**src/rtl/digit_roller_n_if.sv**
```systemverilog
// digit_roller_n_if: control, memory-write and display bundle for digit_roller_n.
// The bounce signal exists only when ROLLER_BOUNCE_EN is defined.
interface digit_roller_n_if #(
    parameter int NUM_DIGITS = 4,
    parameter int SEQ_LEN    = 12,
    parameter int DIV_WIDTH  = 8
);
    localparam int AW = $clog2(SEQ_LEN);
    logic                    en;
    logic                    sel;
    logic                    dir;
    logic [DIV_WIDTH-1:0]    step_div;
    logic                    wr_en;
    logic                    wr_bank;
    logic [AW-1:0]           wr_addr;
    logic [3:0]              wr_data;
    logic [4*NUM_DIGITS-1:0] digits;
    logic                    wrap;
`ifdef ROLLER_BOUNCE_EN
    logic                    bounce;
`endif
    modport master (
`ifdef ROLLER_BOUNCE_EN
        output bounce,
`endif
        output en, sel, dir, step_div, wr_en, wr_bank, wr_addr, wr_data,
        input  digits, wrap
    );
    modport slave (
`ifdef ROLLER_BOUNCE_EN
        input  bounce,
`endif
        input  en, sel, dir, step_div, wr_en, wr_bank, wr_addr, wr_data,
        output digits, wrap
    );
endinterface

```
**src/rtl/digit_roller_n.sv**
```systemverilog
// digit_roller_n: scrolls an N-digit window over one of two writable digit banks.
// Define ROLLER_BOUNCE_EN to add ping-pong (bounce) scrolling between 0 and SEQ_LEN-NUM_DIGITS.
module digit_roller_n #(
    parameter int NUM_DIGITS = 4,
    parameter int SEQ_LEN    = 12,
    parameter int DIV_WIDTH  = 8
) (
    input logic clk,
    input logic rst_n,
    digit_roller_n_if.slave bus
);
    localparam int AW = $clog2(SEQ_LEN);
    localparam logic [AW-1:0] LAST = AW'(SEQ_LEN - 1);
    logic [3:0]              mem_a [SEQ_LEN];
    logic [3:0]              mem_b [SEQ_LEN];
    logic [DIV_WIDTH-1:0]    div_cnt;
    logic [AW-1:0]           head, head_n;
    logic                    wrap_n, tick;
    logic [4*NUM_DIGITS-1:0] digits_n;
    assign tick = bus.en && div_cnt == bus.step_div;
`ifdef ROLLER_BOUNCE_EN
    localparam logic [AW-1:0] LIM = AW'(SEQ_LEN - NUM_DIGITS);
    logic bdir, bdir_n;
`endif
    always_comb begin
        head_n = head;
        wrap_n = 1'b0;
`ifdef ROLLER_BOUNCE_EN
        bdir_n = bdir;
        if (bus.bounce) begin
            if (LIM == '0) head_n = '0;
            else if (head > LIM) head_n = LIM;
            else if (!bdir) begin
                head_n = head == LIM ? LIM - 1'b1 : head + 1'b1;
                bdir_n = head == LIM;
                wrap_n = head == LIM;
            end else begin
                head_n = head == '0 ? AW'(1) : head - 1'b1;
                bdir_n = head != '0;
                wrap_n = head == '0;
            end
        end else begin
`else
        begin
`endif
            head_n = bus.dir ? (head == '0 ? LAST : head - 1'b1) : (head == LAST ? '0 : head + 1'b1);
            wrap_n = bus.dir ? head == '0 : head == LAST;
        end
    end
    always_ff @(posedge clk or negedge rst_n) begin
        if (!rst_n) begin
            div_cnt  <= '0;
            head     <= '0;
            bus.wrap <= 1'b0;
`ifdef ROLLER_BOUNCE_EN
            bdir     <= 1'b0;
`endif
        end else begin
            div_cnt  <= tick ? '0 : bus.en ? div_cnt + 1'b1 : div_cnt;
            bus.wrap <= tick && wrap_n;
            if (tick) begin
                head <= head_n;
`ifdef ROLLER_BOUNCE_EN
                bdir <= bdir_n;
`endif
            end
        end
    end
    always_ff @(posedge clk or negedge rst_n) begin
        if (!rst_n) begin
            for (int k = 0; k < SEQ_LEN; k++) begin
                mem_a[k] <= 4'(k % 10);
                mem_b[k] <= 4'(9 - k % 10);
            end
        end else if (bus.wr_en && {1'b0, bus.wr_addr} < (AW + 1)'(SEQ_LEN)) begin
            if (bus.wr_bank) mem_b[bus.wr_addr] <= bus.wr_data;
            else mem_a[bus.wr_addr] <= bus.wr_data;
        end
    end
    // head+i stays below 2*SEQ_LEN, so one conditional subtract gives the modulo
    for (genvar i = 0; i < NUM_DIGITS; i++) begin : g_dig
        logic [AW:0] sum, idx;
        assign sum = {1'b0, head} + (AW + 1)'(i);
        assign idx = sum >= (AW + 1)'(SEQ_LEN) ? sum - (AW + 1)'(SEQ_LEN) : sum;
        assign digits_n[4*i +: 4] = bus.sel ? mem_b[idx[AW-1:0]] : mem_a[idx[AW-1:0]];
    end
    always_ff @(posedge clk or negedge rst_n) begin
        if (!rst_n) bus.digits <= '0;
        else bus.digits <= digits_n;
    end
endmodule

```
**src/flat_wrapper.sv**
```systemverilog
// flat-port wrapper written by rule: the top's interface ports become plain ports
module digit_roller_n_flat 
#(
    parameter int NUM_DIGITS = 4,
    parameter int SEQ_LEN    = 12,
    parameter int DIV_WIDTH  = 8
)
  (clk, rst_n, bus_en, bus_sel, bus_dir, bus_step_div, bus_wr_en, bus_wr_bank, bus_wr_addr, bus_wr_data, bus_digits, bus_wrap);
  digit_roller_n_if #(.NUM_DIGITS(NUM_DIGITS), .SEQ_LEN(SEQ_LEN), .DIV_WIDTH(DIV_WIDTH)) bus_i ();
  input logic clk;
  input logic rst_n;
  input wire logic [$bits(bus_i.en)-1:0] bus_en;
  input wire logic [$bits(bus_i.sel)-1:0] bus_sel;
  input wire logic [$bits(bus_i.dir)-1:0] bus_dir;
  input wire logic [$bits(bus_i.step_div)-1:0] bus_step_div;
  input wire logic [$bits(bus_i.wr_en)-1:0] bus_wr_en;
  input wire logic [$bits(bus_i.wr_bank)-1:0] bus_wr_bank;
  input wire logic [$bits(bus_i.wr_addr)-1:0] bus_wr_addr;
  input wire logic [$bits(bus_i.wr_data)-1:0] bus_wr_data;
  output wire logic [$bits(bus_i.digits)-1:0] bus_digits;
  output wire logic [$bits(bus_i.wrap)-1:0] bus_wrap;
  assign bus_i.en = bus_en;
  assign bus_i.sel = bus_sel;
  assign bus_i.dir = bus_dir;
  assign bus_i.step_div = bus_step_div;
  assign bus_i.wr_en = bus_wr_en;
  assign bus_i.wr_bank = bus_wr_bank;
  assign bus_i.wr_addr = bus_wr_addr;
  assign bus_i.wr_data = bus_wr_data;
  assign bus_digits = bus_i.digits;
  assign bus_wrap = bus_i.wrap;
  digit_roller_n #(.NUM_DIGITS(NUM_DIGITS), .SEQ_LEN(SEQ_LEN), .DIV_WIDTH(DIV_WIDTH)) u_core (.clk(clk), .rst_n(rst_n), .bus(bus_i));
endmodule
```
**config.mk**
```make
export PLATFORM = sky130hd
export DESIGN_NAME = digit_roller_n_flat
export DESIGN_NICKNAME = d
export VERILOG_FILES = /design/src/rtl/digit_roller_n_if.sv /design/src/rtl/digit_roller_n.sv /design/src/flat_wrapper.sv
export SDC_FILE = /design/constraint.sdc
export NUM_CORES = 1
export LEC_CHECK = 0
export CORE_UTILIZATION = 35
export CTS_BUF_LIST = sky130_fd_sc_hd__clkbuf_2
export CTS_CLUSTER_DIAMETER = 200
export DETAILED_ROUTE_END_ITERATION = 8
export DONT_BUFFER_PORTS = 1
export GPL_ROUTABILITY_DRIVEN = 0
export GPL_TIMING_DRIVEN = 0
export PLACE_DENSITY = 0.61
export SYNTH_ARGS = -nofsm -noshare
export SYNTH_HDL_FRONTEND = slang
export SYNTH_SLANG_ARGS = --single-unit
```
**constraint.sdc**
```tcl
create_clock -name clk -period 6.9 [get_ports clk]
set_clock_uncertainty 0.05 [all_clocks]
set_input_delay 1.035 -clock clk [delete_from_list [all_inputs] [get_ports clk]]
set_output_delay 1.035 -clock clk [all_outputs]
set_load 0.02 [all_outputs]
```
==> reports/metrics.yaml, run 1 <==
critical_path:
  arrival_ps: 4970
  slowest_delay_ps: 660
  cp_cell_sequence: "buf_2 > inv_2 > clkbuf_1 > ha_1 > buf_2 > xor2_2 > inv_1 > ha_1 > a32oi_1 > o22a_1 > buf_6 > mux2_1 > a221o_1"
  worstPathMaxFanout: 14
  critPathTopFamily: "buffers and inverters"
  cp-start-kind: "register"
  crit_required_ps: 7460
  slowest_stage: "clkbuf_1"
  ff2ff_setup_slack_ps: 2490
  cp-end-kind: "register"
  path_buf_inv: 6
  worst-setup-path-type: "register to register"
clocking:
  cts_tree: "done"
  numCtsBuffers: 17
  cts_root_buf: "clkbuf_2"
  clk_latency_ps: 750
  cts_hold_buf: 1
  clkSinkCount: 125
  clockBufferDepth: 2
  cts_setup_buffers: 0
  htree_levels: 4
  path_clk_slew_ps: 200
  cts_resized: 0
logic_synthesis:
  synth_top_area_cell: "dfrtp_1"
  synthTopCellsByArea: "dfrtp_1 (27%), mux4_2 (17%), mux2_2 (15%)"
  synth_seq_cells: 125
  ys.warnings.count: 0
  synth_edf_count: 0
  synthCells: 703
  syn_area_um2: 8410
  synth.net_count: 742
  synth.distinct_cells: 59
  async_reset_ff_frac: 1.00
  synthMostInstantiatedCell: "mux2_2"
  avgSynthCellArea_um2: 12.0
  synth_top_area_frac: 0.271
  yosysSeqAreaShare: 0.377
  synth-main-ff-cell: "dfrtp_1"
  synth_commonest_cells: "mux2_2 (112), dfrtp_1 (91), mux4_2 (63), nand2_1 (61), nor2_1 (43)"
timing:
  setup_tns_ps: 0
  slew-limit-headroom: 0.425
  period_needed_ps: 4410
  slew_viol_final: 0
  setup_violations: 0
  finalHoldViolCount: 0
  rsz0062_at_grt: "no"
  fmax_ghz: 0.227
  min_period_over_period: 0.639
  worstMarginPinSlew_ps: 855
finish:
  finalNetCount: 765
  drive_above_1_share: 0.371
  utilization: 0.387
  syn_to_final_growth_pct: 8.33
drt:
  drc: 0
  drt_iter0_drc: 660
  vias: 6327
  antenna_left: 0
  routedWlPerCell_um: 24.2
  drt_wl_total_um: 25600
  firstDrtPassIters: 5
  vias_per_cell: 5.97
grt:
  grt_start_max_net_pins: 92
  antenna_found_initial: 1
  grt_pass1_wl_um: 38400
  grt_pass1_vias: 6087
  grt_use_total: 0.217
  grt_overflow: 0
floorplan:
  rows: 56
  core_area_um2: 23500
  initial_core_util: 0.357
  fp.dieH_um: 157
  dieArea_um2: 24700
  die_w_um: 157
  ios: 40
run_status:
  status: "finished clean"
power:
  p_leak_uw: 0.00379
  ir_worst_vdd_uv: 137
  power_density_nw_per_um2: 407
hold_path:
  hp-class: "input pin to async pin"
run:
  cap_violations: 0
placed_design:
  port_buffers: 0
  hpwl_um: 18700
[routing by layer]
metal	vias up	global-route usage	routed length (um)
met5	-	0	0
met4	0	0.0929	955
met3	51	0.0658	2770
met2	357	0.307	11000
met1	3191	0.304	10800
li1	2728	-	-
[state kept, by name, summed over array words and instances, names as in the netlist]
register	cells
u_core.bus.digits	16
u_core.bus.wrap	1
u_core.div_cnt	8
u_core.head	4
u_core.mem_a	48
u_core.mem_b	48
[where the power goes]
group	switching [uW]	internal, uW
Sequential	242	938
Combinational	1110	943
Clock	305	168
[final cells by class]
type / instances / area, um2
flip-flops and latches: 125 / 3170
fillers: 2291 / 14400
diodes: 1 / 2.50
clock inverters: 14 / 141
multi-input cells: 520 / 4980
clock buffers: 18 / 90.1
inverters: 14 / 52.6
repair buffers: 4 / 67.6
well taps: 319 / 399
plain buffers: 44 / 208
[worst register-to-register path, stage by stage (launching register included)]
cell	delay [ps]
dfrtp_1	500
buf_2	290
inv_2	240
clkbuf_1	660
ha_1	270
buf_2	210
xor2_2	380
inv_1	90
ha_1	350
a32oi_1	180
o22a_1	170
buf_6	150
mux2_1	400
a221o_1	380
[stage by stage]
step,cells,worst slack (ps),power (uW),hold slack [ps],instance area (um2)
after floorplan,703,3410,2620,440,8410
after global placement,1022,2640,3150,461,8810
after detailed placement,1022,2610,3180,468,8810
after CTS,1055,2550,3670,7.30,9070
after global routing,1059,2230,3920,1.78,9110
final,1059,2490,3710,59.5,9110
[final timing paths]
check / from / endpoint / cells past startpoint
worst max-delay path: u_core.head[1]$_DFFE_PN0P_ / u_core.bus.digits[15]$_DFF_PN0_ / 13
worst min-delay path: rst_n / u_core.mem_a[40]$_DFFE_PN1P_ / 0
worst max register to register: u_core.head[1]$_DFFE_PN0P_ / u_core.bus.digits[15]$_DFF_PN0_ / 13
worst min register to register: u_core.mem_b[6]$_DFFE_PN0P_ / u_core.mem_b[6]$_DFFE_PN0P_ / 1
max in group asynchronous: rst_n / u_core.mem_b[21]$_DFFE_PN1P_ / 1
min in group clk: bus_wr_data[0] / u_core.mem_a[16]$_DFFE_PN1P_ / 1
[cell families (layout without fill, tap and decap cells)]
group / Yosys count / in the layout / synth area share
compound gates: 110 / 110 / 0.0869
buf+inv: 58 / 94 / 0.0309
xor+xnor: 20 / 20 / 0.0262
fa+ha+maj: 16 / 16 / 0.0238
simple gates: 160 / 160 / 0.0875
flops: 125 / 125 / 0.377
other cells: 0 / 1 / 0
mux: 214 / 214 / 0.368
[cells in the final DEF (no fill, tap or decap), types with 18 or more instances in the layout]
master    instances
a21oi_1          24
clkbuf_1         20
clkbuf_2         18
dfrtp_1          91
dfstp_2          34
mux2_2          112
mux2i_1          25
mux4_2           63
nand2_1          61
nor2_1           43
o21ai_0          19
(Power assumes the default switching activity.)
==> run 2, diff against run 1 <==
--- a/config.mk
+++ b/config.mk
@@ -5,6 +5,7 @@
 export SDC_FILE = /design/constraint.sdc
 export NUM_CORES = 1
 export LEC_CHECK = 0
+export ABC_AREA = 1
 export CORE_UTILIZATION = 35
 export CTS_BUF_LIST = sky130_fd_sc_hd__clkbuf_2
 export CTS_CLUSTER_DIAMETER = 200
@@ -12,7 +13,7 @@
 export DONT_BUFFER_PORTS = 1
 export GPL_ROUTABILITY_DRIVEN = 0
 export GPL_TIMING_DRIVEN = 0
-export PLACE_DENSITY = 0.61
+export PLACE_DENSITY = 0.63
 export SYNTH_ARGS = -nofsm -noshare
 export SYNTH_HDL_FRONTEND = slang
 export SYNTH_SLANG_ARGS = --single-unit
==> constraint.sdc (replaced) <==
create_clock -name clk -period 3.65 [get_ports clk]
set_clock_uncertainty 0.05 [all_clocks]
set_input_delay 0.5475 -clock clk [delete_from_list [all_inputs] [get_ports clk]]
set_output_delay 0.5475 -clock clk [all_outputs]
set_load 0.02 [all_outputs]
==> run 2 against run 1 <==
Net effect: count of clock-buffer cells in the layout shrank 1; highest routed layer unchanged; register-to-register slack lost 2200 ps; worst hold slack gained 0.60 ps; critical path type unchanged; area after synthesis shrank 0.10%; largest power group unchanged; core utilization grew 0.28 points.
==> reports/metrics.yaml, run 2 <==
drt:
  drt_wl_total_um: 27300  # was 25600 um
  drt_iter0_drc: 850  # was 660
  routedWlPerCell_um: 17.2  # was 24.2 um
  firstDrtPassIters: 6  # was 5
  vias: 8275  # was 6327
  vias_per_cell: 5.21  # was 5.97
  drc: 0  # unchanged
  antenna_left: 0  # unchanged
grt:
  grt_use_total: 0.232  # was 0.217
  grt_overflow: 0  # unchanged
  grt_pass1_wl_um: 42700  # was 38400 um
  antenna_found_initial: 1  # unchanged
  grt_pass1_vias: 7510  # was 6087
  grt_start_max_net_pins: 126  # was 92
logic_synthesis:
  synth.distinct_cells: 36  # was 59
  synth_commonest_cells: "nand2_1 (457), o21ai_0 (199), nand3_1 (103), inv_1 (94), dfrtp_1 (91)"  # was mux2_2 (112), dfrtp_1 (91), mux4_2 (63), nand2_1 (61), nor2_1 (43)
  synthCells: 1228  # was 703
  ys.warnings.count: 0  # unchanged
  synth-main-ff-cell: "dfrtp_1"  # unchanged
  synth_seq_cells: 125  # unchanged
  syn_area_um2: 8400  # was 8410 um2
  synthTopCellsByArea: "dfrtp_1 (27%), nand2_1 (20%), o21ai_0 (12%)"  # was dfrtp_1 (27%), mux4_2 (17%), mux2_2 (15%)
  yosysSeqAreaShare: 0.377  # about the same
  synth.net_count: 1267  # was 742
  async_reset_ff_frac: 1.00  # unchanged
  synthMostInstantiatedCell: "nand2_1"  # was mux2_2
  synth_top_area_cell: "dfrtp_1"  # unchanged
  synth_top_area_frac: 0.271  # about the same
  synth_edf_count: 0  # unchanged
  avgSynthCellArea_um2: 6.84  # was 12.0 um2
floorplan:
  fp.dieH_um: 157  # about the same
  die_w_um: 157  # about the same
  core_area_um2: 23500  # about the same
  ios: 40  # unchanged
  dieArea_um2: 24600  # was 24700 um2
  rows: 56  # unchanged
  initial_core_util: 0.358  # was 0.357
clocking:
  clockBufferDepth: 2  # unchanged
  htree_levels: 4  # unchanged
  cts_root_buf: "clkbuf_2"  # unchanged
  cts_tree: "done"  # unchanged
  clkSinkCount: 125  # unchanged
  clk_latency_ps: 760  # was 750 ps
  numCtsBuffers: 17  # unchanged
  cts_setup_buffers: 0  # unchanged
  path_clk_slew_ps: 190  # was 200 ps
finish:
  syn_to_final_growth_pct: 8.89  # was 8.33%
  num-fill-cells: 2484  # was 2291
  final_area_um2: 9150  # was 9110 um2
  finalNetCount: 1294  # was 765
  final_common_cell: "nand2_1"  # was mux2_2
  reg_top3: "u_core.mem_a: 48 flops, u_core.mem_b: 48 flops, u_core.bus.digits: 16 flops"  # unchanged
  mostFrequentLayoutCells: "nand2_1 (457), o21ai_0 (199), nand3_1 (103)"  # was mux2_2 (112), dfrtp_1 (91), mux4_2 (63)
  drive_above_1_share: 0.101  # was 0.371
critical_path:
  crit_required_ps: 4210  # was 7460 ps
  worstPathMaxFanout: 11  # was 14
  cp-start-kind: "register"  # unchanged
  worst-setup-path-type: "register to register"  # unchanged
  cp-end-kind: "register"  # unchanged
  arrival_ps: 3890  # was 4970 ps
placed_design:
  hpwl_um: 21000  # was 18700 um
  port_buffers: 0  # unchanged
  placed_cell_area_um2: 8800  # was 8810 um2
timing:
  setup_violations: 0  # unchanged
  slew_viol_final: 0  # unchanged
  slew-limit-headroom: 0.276  # was 0.425
  fmax_ghz: 0.300  # was 0.227 GHz
  setup_tns_ps: 0  # unchanged
  min_period_over_period: 0.913  # was 0.639
  finalHoldViolCount: 0  # unchanged
  period_needed_ps: 3330  # was 4410 ps
  rsz0062_at_grt: "no"  # unchanged
  worstMarginPinSlew_ps: 1080  # was 855 ps
power:
  p_total_uw: 9890  # was 3710 uW
  ir_worst_vdd_uv: 490  # was 137 uV
  power_density_nw_per_um2: 1080  # was 407 nW/um2
  p_leak_uw: 0.00449  # was 0.00379 uW
run_status:
  status: "finished clean"  # unchanged
run:
  cap_violations: 0  # unchanged
hold_path:
  hp-class: "input pin to register"  # was input pin to async pin
run 2: cell count changes after synthesis, moves of 10 or more:
cell	before	now
o21ai_1	5	20
o22ai_1	12	1
mux4_2	63	0
a211oi_1	10	0
o21ai_0	19	199
xnor2_1	12	2
a21oi_1	24	9
mux2_2	112	0
nand3_1	7	103
inv_1	10	94
nand2_1	61	457
mux2_1	13	0
run 2: critical path, cell delays in order, from the launching register on:
cell	delay, ps
dfrtp_1	510
inv_2	220
buf_2	250
buf_2	350
ha_1	330
xnor2_1	180
ha_1	230
nand2_1	50
inv_1	50
nor2_2	150
nand3_2	190
nand2_2	140
buf_6	140
nand2_1	70
nand3_1	70
nand2_1	90
nand2_1	80
nand2_1	50
run 2: cell type report:
class / instances / area (um2) / share of cell area
Clock inverter: 15 / 160 / 0.0175
Tap cell: 319 / 399 / 0.0436
Clock buffer: 17 / 85.1 / 0.00930
Multi-Input combinational cell: 945 / 4500 / 0.492
Timing Repair Buffer: 8 / 97.6 / 0.0107
Inverter: 97 / 364 / 0.0398
Antenna cell: 1 / 2.50 / 0.000274
Buffer: 61 / 364 / 0.0398
Sequential cell: 125 / 3170 / 0.347
run 2: what timing repair did:
item,CTS,global route
endpoints found under the hold margin,145,0
hold buffers,8,0
endpoints found under the setup margin,0,3
gates resized for setup,0,2
run 2: per-layer routing:
| metal | routed length (um) | global-route usage |
|---|---|---|
| met1 | 12800 | 0.324 |
| met2 | 11900 | 0.358 |
| met3 | 1930 | 0.0476 |
| met4 | 671 | 0.0677 |
| met5 | 0 | 0 |
run 2: worst paths after layout:
path	slack (ps)	cells after the start	end	start
setup / recovery	320	17	u_core.bus.digits[12]$_DFF_PN0_	u_core.head[0]$_DFFE_PN0P_
setup reg to reg	320	17	u_core.bus.digits[12]$_DFF_PN0_	u_core.head[0]$_DFFE_PN0P_
min in group asynchronous	320	2	u_core.mem_b[23]$_DFFE_PN0P_	rst_n
max in group asynchronous	2680	2	u_core.head[0]$_DFFE_PN0P_	rst_n
hold reg to reg	460	2	u_core.mem_b[33]$_DFFE_PN1P_	u_core.mem_b[33]$_DFFE_PN1P_
hold / removal	60	4	u_core.head[1]$_DFFE_PN0P_	bus_dir
run 2: kinds of logic after synthesis:
kind of cell    after synthesis  share of synthesized area
xor+xnor                      9                     0.0121
fa+ha+maj                    16                     0.0238
flops                       125                      0.377
mux                          24                     0.0286
compound gates              252                      0.158
buf+inv                     158                     0.0864
simple gates                644                      0.314
run 2: power breakdown:
part,internal [uW],total [uW],switching [uW],leakage (uW)
Combinational,2220,6820,4610,0.00283
Sequential,1780,2130,349,0.00151
Clock,328,932,604,0.000153
run 2: metrics by stage:
step                      cells  worst slack (ps)  utilization  hold slack [ps]
after CTS                  1587               261        0.389             13.1
after global routing       1588              4.66        0.390             15.4
after floorplan            1228               937            -              202
after global placement     1547               343        0.375              213
after detailed placement   1547               314        0.375              212
final                      1588               319        0.390             60.1
